`src/rtl/eeprom_arbiter.sv`:
```
`default_nettype none
// ============================================================================
//  Module      : eeprom_arbiter
//  Description : Two-requester arbiter for one parallel EEPROM read port.
//                Grants one requester in IDLE, holds chip-enable and address
//                for WAIT_CYC cycles, captures the read data and returns it
//                with a one-cycle acknowledge to the granted requester.
//                Optional feature macro: EEPROM_ARB_ROUND_ROBIN_EN
//                  defined   -> round-robin tie-break (last-served pointer)
//                  undefined -> fixed priority, requester 0 wins ties
//  Revision    : 1.0 - initial release
// ============================================================================
module eeprom_arbiter #(
  parameter int ADDR_W   = 8,
  parameter int DATA_W   = 8,
  parameter int WAIT_CYC = 3   // legal range 1..15
) (
  input  logic              Clk,
  input  logic              Rst,      // asynchronous, active-low
  input  logic              req0,
  input  logic [ADDR_W-1:0] addr0,
  input  logic              req1,
  input  logic [ADDR_W-1:0] addr1,
  output logic              ack0,
  output logic              ack1,
  output logic [DATA_W-1:0] rdata,
  output logic              ee_ce,
  output logic [ADDR_W-1:0] ee_addr,
  input  logic [DATA_W-1:0] ee_data,
  output logic              busy,
  output logic              grant_id
);

  localparam logic [1:0] ST_IDLE   = 2'd0;
  localparam logic [1:0] ST_ACCESS = 2'd1;
  localparam logic [1:0] ST_DONE   = 2'd2;

  // The counter is loaded with WAIT_CYC-1 so that the capture happens on
  // the WAIT_CYC-th edge after the grant edge.
  localparam logic [3:0] CNT_LOAD = 4'(WAIT_CYC - 1);

  logic [1:0] state;
  logic [3:0] wait_cnt;
  logic       win;        // 1 when requester 1 wins the current arbitration
  logic       any_req;

  assign any_req = req0 | req1;

`ifdef EEPROM_ARB_ROUND_ROBIN_EN
  logic last_served;

  // Round-robin winner: a lone requester always wins, on a tie the one not
  // served last time wins.
  always_comb begin
    win = 1'b0;
    if (req1 && !req0)
      win = 1'b1;
    else if (req1 && req0)
      win = ~last_served;
  end

  // Last-served pointer moves only when a grant is issued.
  always_ff @(posedge Clk or negedge Rst) begin
    if (!Rst)
      last_served <= 1'b1;
    else if (state == ST_IDLE && any_req)
      last_served <= win;
  end
`else
  // Fixed priority: requester 1 wins only when requester 0 is silent.
  always_comb begin
    win = req1 & ~req0;
  end
`endif

  // State sequencing: IDLE -> ACCESS (WAIT_CYC cycles) -> DONE -> IDLE.
  always_ff @(posedge Clk or negedge Rst) begin
    if (!Rst) begin
      state <= ST_IDLE;
    end else begin
      case (state)
        ST_IDLE:   if (any_req) state <= ST_ACCESS;
        ST_ACCESS: if (wait_cnt == 4'd0) state <= ST_DONE;
        ST_DONE:   state <= ST_IDLE;
        default:   state <= ST_IDLE;
      endcase
    end
  end

  // Wait counter: the zero test comes before any decrement, so it never wraps.
  always_ff @(posedge Clk or negedge Rst) begin
    if (!Rst) begin
      wait_cnt <= 4'd0;
    end else if (state == ST_IDLE && any_req) begin
      wait_cnt <= CNT_LOAD;
    end else if (state == ST_ACCESS && wait_cnt != 4'd0) begin
      wait_cnt <= wait_cnt - 4'd1;
    end
  end

  // Grant bookkeeping: winner id and its address are latched at the grant.
  always_ff @(posedge Clk or negedge Rst) begin
    if (!Rst) begin
      grant_id <= 1'b0;
      ee_addr  <= '0;
    end else if (state == ST_IDLE && any_req) begin
      grant_id <= win;
      ee_addr  <= win ? addr1 : addr0;
    end
  end

  // Registered EEPROM strobe and busy flag.
  always_ff @(posedge Clk or negedge Rst) begin
    if (!Rst) begin
      ee_ce <= 1'b0;
      busy  <= 1'b0;
    end else begin
      case (state)
        ST_IDLE: begin
          ee_ce <= any_req;
          busy  <= any_req;
        end
        ST_ACCESS: begin
          if (wait_cnt == 4'd0)
            ee_ce <= 1'b0;
        end
        ST_DONE: begin
          ee_ce <= 1'b0;
          busy  <= 1'b0;
        end
        default: begin
          ee_ce <= 1'b0;
          busy  <= 1'b0;
        end
      endcase
    end
  end

  // Data capture and single-cycle acknowledge to the granted requester.
  always_ff @(posedge Clk or negedge Rst) begin
    if (!Rst) begin
      rdata <= '0;
      ack0  <= 1'b0;
      ack1  <= 1'b0;
    end else begin
      ack0 <= 1'b0;
      ack1 <= 1'b0;
      if (state == ST_ACCESS && wait_cnt == 4'd0) begin
        rdata <= ee_data;
        ack0  <= ~grant_id;
        ack1  <= grant_id;
      end
    end
  end

endmodule
`default_nettype wire

```
`config.mk`:
```
export PLATFORM = sky130hd
export DESIGN_NAME = eeprom_arbiter
export DESIGN_NICKNAME = d
export VERILOG_FILES = /design/src/rtl/eeprom_arbiter.sv
export SDC_FILE = /design/constraint.sdc
export NUM_CORES = 1
export LEC_CHECK = 0
export ABC_AREA = 1
export BUFFER_PORTS_ARGS = -buffer_cell sky130_fd_sc_hd__buf_2
export CORE_MARGIN = 2
export CORE_UTILIZATION = 47
export CTS_BUF_LIST = sky130_fd_sc_hd__clkbuf_16
export DETAILED_ROUTE_END_ITERATION = 16
export HOLD_SLACK_MARGIN = 0.05
export PLACE_DENSITY = 0.78
export SLEW_MARGIN = 40
export SYNTH_ARGS = -nofsm -noshare
export SYNTH_HDL_FRONTEND = slang
export SYNTH_SLANG_ARGS = --single-unit
```
`constraint.sdc`:
```
create_clock -name Clk -period 1.5 [get_ports Clk]
set_clock_uncertainty 0.15 [all_clocks]
set_input_delay 0.15 -clock Clk [delete_from_list [all_inputs] [get_ports Clk]]
set_output_delay 0.15 -clock Clk [all_outputs]
set_load 0.03 [all_outputs]
```
After elaboration in Yosys (flattened, before gate mapping)
Cells that the tools add are included.
{"block": "totals", "in_bits": 28, "elab_cells": 36, "regBits": 27, "out_inout_bits": 21}
{"block": "classes", "n_bitwise": 4, "n_eq_ne": 3, "muxes": 11, "n_reduce_logical": 8, "addsub": 1}
{"operator": "2-to-1 mux 4 bit", "count": 2}
{"operator": "2-to-1 mux 8 bit", "count": 1}
{"operator": "zero test 4 bit", "count": 1}
{"operator": "2-to-1 mux 2 bit", "count": 2}
{"operator": "one-hot mux 1 bit (2 select lines)", "count": 2}
{"operator": "one-hot mux 2 bit (2 select lines)", "count": 1}
{"operator": "nonzero test 4 bit", "count": 1}
{"operator": "subtractor 4 x 1 -> 4 bit, second input constant", "count": 1}
{"operator": "logical AND 1 bit", "count": 3}
{"operator": "2-to-1 mux 1 bit", "count": 3}
{"operator": "equality test 2 x 1 -> 1 bit, second input constant", "count": 1}
{"operator": "zero test 2 bit", "count": 1}
{"operator": "inequality test 2 x 1 -> 1 bit, second input constant", "count": 1}
{"operator": "inequality test 2 bit, second input constant", "count": 1}
{"operator": "NOT 1 bit", "count": 2}
{"operator": "AND reduction 2 bit", "count": 1}
{"operator": "nonzero test 2 bit", "count": 1}
{"operator": "bitwise AND 1 bit", "count": 1}
{"operator": "bitwise OR 1 bit", "count": 1}

Longest topological paths before layout
{"block": "depth", "ltp_word": 4, "ltp_mapped": 8, "mapped_depth_nobuf": 8}

Least setup slack after synthesis
OpenSTA, ideal clock, no wires.
{"block": "synth_path", "path_type": "flip-flop to flip-flop", "from": "register state[0]", "to": "register ee_addr[0]", "setup_ns": 0.119, "period_less_slack_ns": 1.304, "arrival_ns": 1.035, "t_required_ns": 1.231, "path_buffers": 1, "stages_incl_launch_ff": 7, "path_slack_ns": 0.196, "cell_sequence": "dfrtp_1 > nor2_2 > inv_2 > nor2_8 > buf_12 > nand3_2 > o21a_1"}
{"block": "synth_between", "elab_chain_len": 2}
{"element": "from (decl)", "line": "42", "text": "logic [1:0] state;"}
{"element": "from (signal assigned)", "line": "79", "text": "state <= ST_IDLE;"}
{"element": "from (signal assigned)", "line": "82", "text": "ST_IDLE: if (any_req) state <= ST_ACCESS;"}
{"element": "from (signal assigned)", "line": "83", "text": "ST_ACCESS: if (wait_cnt == 4'd0) state <= ST_DONE;"}
{"element": "zero test 2 bit", "line": "106", "text": "end else if (state == ST_IDLE && any_req) begin"}
{"element": "logical AND 1 bit", "line": "106"}
{"element": "to (signal assigned)", "line": "108", "text": "ee_addr <= win ? addr1 : addr0;"}
{"element": "to (decl)", "line": "28", "text": "output logic [ADDR_W-1:0] ee_addr,"}
Every way passes these cells.
A chain may end at the register's enable or synchronous reset.

Worst setup path in the final report
{"block": "layout_path", "from": "input req0", "to": "register ee_addr[5]"}
{"block": "layout_between", "elab_chain_len": 3, "word_cells_on_any_way": 5, "cone_classes": "mux (1); bitwise (3); reduce/logical (1)"}
{"element": "from (decl)", "line": "20", "text": "input logic req0,"}
{"element": "NOT 1 bit", "line": "72", "text": "win = req1 & ~req0;"}
{"element": "bitwise AND 1 bit", "line": "72"}
{"element": "2-to-1 mux 8 bit", "line": "108"}
Parallel ways exist; a longest one is shown, timed or not.

==> flow_summary.ini <==
[place]
post-place-cells = 210
dp_hpwl_um = 1943
place_congestion = 0.8158
port_buffers = 48

[finish]
num-nets-final = 225
area_growth_pct = 36.17
n_antenna_cell = 0
final_cells = 224
fillers = 198
drive_above_1_share_pct = 34.54

[critical_path]
cp-start-kind = primary input
cp.arrival_ns = 1.42
worstPathRequired_ns = 1.50
endpoint_kind = flop
path_class = in2reg
cp_max_fo = 9

[global_route]
grt_max_degree = 28
grt_pass1_vias = 1028
gr-usage-all-layers_pct = 18.46
use_met3_pct = 3.747
grt_pass1_wl_um = 4498
gr-usage-met2_pct = 32.31
use_met1_pct = 22.09
gr-total-overflow = 0
busiest_layer = met2
antenna_found_initial = 0

[clock_tree]
numClockSinks = 27
cts_buffers = 3
post-cts-setup-buffers = 0
cts_tree = done
worstSkewPairLatency_ns = 0.26
clk_path_buf_depth = 2
cts_root_buffer = clkbuf_16
path_clk_slew_ns = 0.06
cts_htree_levels = 1

[sta]
rsz0062_at_grt = no
setup_viol = 0
whs_ns = 0.06788
relSlewSlack_pct = 61.73
tightest_slew_ns = 0.5740
tns_ns = 0
slew_violations = 0
fmax_mhz = 705.2
timing.final.crit_period_ns = 1.418
hold_violations = 0
fin_crit_sh_pct = 94.54

[floorplan]
die_w_um = 55.26
start_util_pct = 49.85
die-area_um2 = 3054
rows = 18
fp.dieH_um = 55.26
io_pins = 49
core_area_um2 = 2477

[route]
wire_per_inst_um = 11.94
ant_nets = 0
routed_wl_um = 2674
drt-initial-drc-count = 37
via_count = 1111
vias_per_cell = 4.960
drc_errors = 0
drt_pass1_iterations = 4

[pwr]
p_leak_nw = 0.8988
power.density_nw_per_um2 = 2302
ir_drop_mv = 1.687
totalPowerFinal_mw = 3.871

[yosys]
ys_seq_area_share_pct = 54.71
yosysTopAreaCell = dfrtp_1
synth.area.top_cells = dfrtp_1, nand2_1, nand3_1
yosys_warnings = 0
synth_top_area_share_pct = 54.71
synth_cells = 133
synth-seq-cells = 27
synth_nets = 163
netlist_area_um2 = 1235
ys_types = 21
syn_area_per_cell_um2 = 9.285

[status]
status = finished clean

[flow_run]
drv_cap = 0

[worst_hold_path]
hold_path.class = in2reg
-- cells in the mapped netlist --
master   count
nor2_2       2
o21ai_1      2
nand2_1     47
nand2_2      2
a21oi_1      1
ha_1         2
dfrtp_1     27
o21ai_4      1
inv_2        4
a22oi_1      1
nand4_1      1
nor2_1       4
buf_12       1
inv_1        6
o21a_1       8
nand3_2      2
nand3_1     18
xor2_1       1
nor2_8       1
buf_2        1
buf_6        1
-- routing by layer --
metal | vias to the layer above | part of all wire [%]
li1 | 548 | -
met1 | 515 | 42
met2 | 46 | 49
met3 | 2 | 7.2
met4 | 0 | 1.2
met5 | - | 0
-- placed cells by master, fill, tap and decap left out, types with 2 or more instances in the layout --
master          n
o21a_1          8
clkbuf_16       3
nand3_2         3
dlygate4sd3_1  10
dfrtp_1        27
buf_2          48
nand2_1        47
nand2_2         2
inv_2           4
ha_1            2
nor2_1          4
inv_1           6
buf_4           2
nand3_1        17
o21ai_1         2
-- what timing repair did --
action | in CTS | in global routing
endpoints found under the hold margin | 36 | 0
setup endpoints to repair | 0 | 8
gates resized for setup | 0 | 2
hold buffers | 10 | 0
-- area by class of cell --
type,instances,area (um^2),share of cell area (%)
multi-input combinational,93,495.5,29.46
sequential,27,675.6,40.18
tap,30,37.54,2.232
clock inverter,1,5.005,0.2976
timing repair buffer,60,355.3,21.13
clock buffer,3,75.07,4.464
inverter,10,37.54,2.232
-- power breakdown --
| group | switching [mW] | internal, mW | total [mW] |
|---|---|---|---|
| Combinational | 1.34 | 0.654 | 2.00 |
| Clock | 0.236 | 0.359 | 0.596 |
| Sequential | 0.196 | 1.08 | 1.28 |
-- cells by family (layout without fill, tap and decap cells) --
group | after synthesis | after routing | synth area share (%)
DFF | 27 | 27 | 54.71
adders and majority gates | 2 | 2 | 2.026
buffers and inverters | 13 | 74 | 5.977
AOI/OAI and AO/OA | 13 | 13 | 8.004
xor gates and xnor gates | 1 | 1 | 0.7093
and+or+nand+nor | 77 | 77 | 28.57
-- worst paths after layout --
check                                                to                     from  slack (ns)  cells past startpoint
worst max-delay path             ee_addr[5]$_DFFE_PN0P_                     req0        0.08                      7
worst min-delay path             ee_addr[7]$_DFFE_PN0P_                 addr0[7]        0.07                      4
worst max register to register  wait_cnt[0]$_DFFE_PN0P_  wait_cnt[1]$_DFFE_PN0P_        0.11                      5
worst min register to register        ee_ce$_DFFE_PN0P_        ee_ce$_DFFE_PN0P_        0.32                      2
max in group asynchronous       wait_cnt[1]$_DFFE_PN0P_                      Rst        0.55                      2
min in group asynchronous        ee_addr[2]$_DFFE_PN0P_                      Rst        0.27                      2
-- registers in the layout, indices dropped and copies added, names as in the netlist --
signal / flops
ee_addr: 8
rdata: 8
wait_cnt: 4
state: 2
ack0: 1
ack1: 1
busy: 1
ee_ce: 1
grant_id: 1
-- critical path: stages --
cell	delay, ns
dlygate4sd3_1	0.52
buf_2	0.16
inv_2	0.13
nand2_2	0.14
nand2_1	0.11
nand3_1	0.08
o21a_1	0.12
-- per-stage QoR --
step,setup WS [ns],cell area (um^2),utilization (%)
floorplan,0.1965,1235,-
global placement,0.1212,1491,60.20
detailed placement,0.08676,1491,60.20
CTS,0.06123,1672,67.47
global route,0.0009007,1682,67.88
finish,0.08192,1682,67.88
No activity file was read; power rests on OpenSTA's default activity.
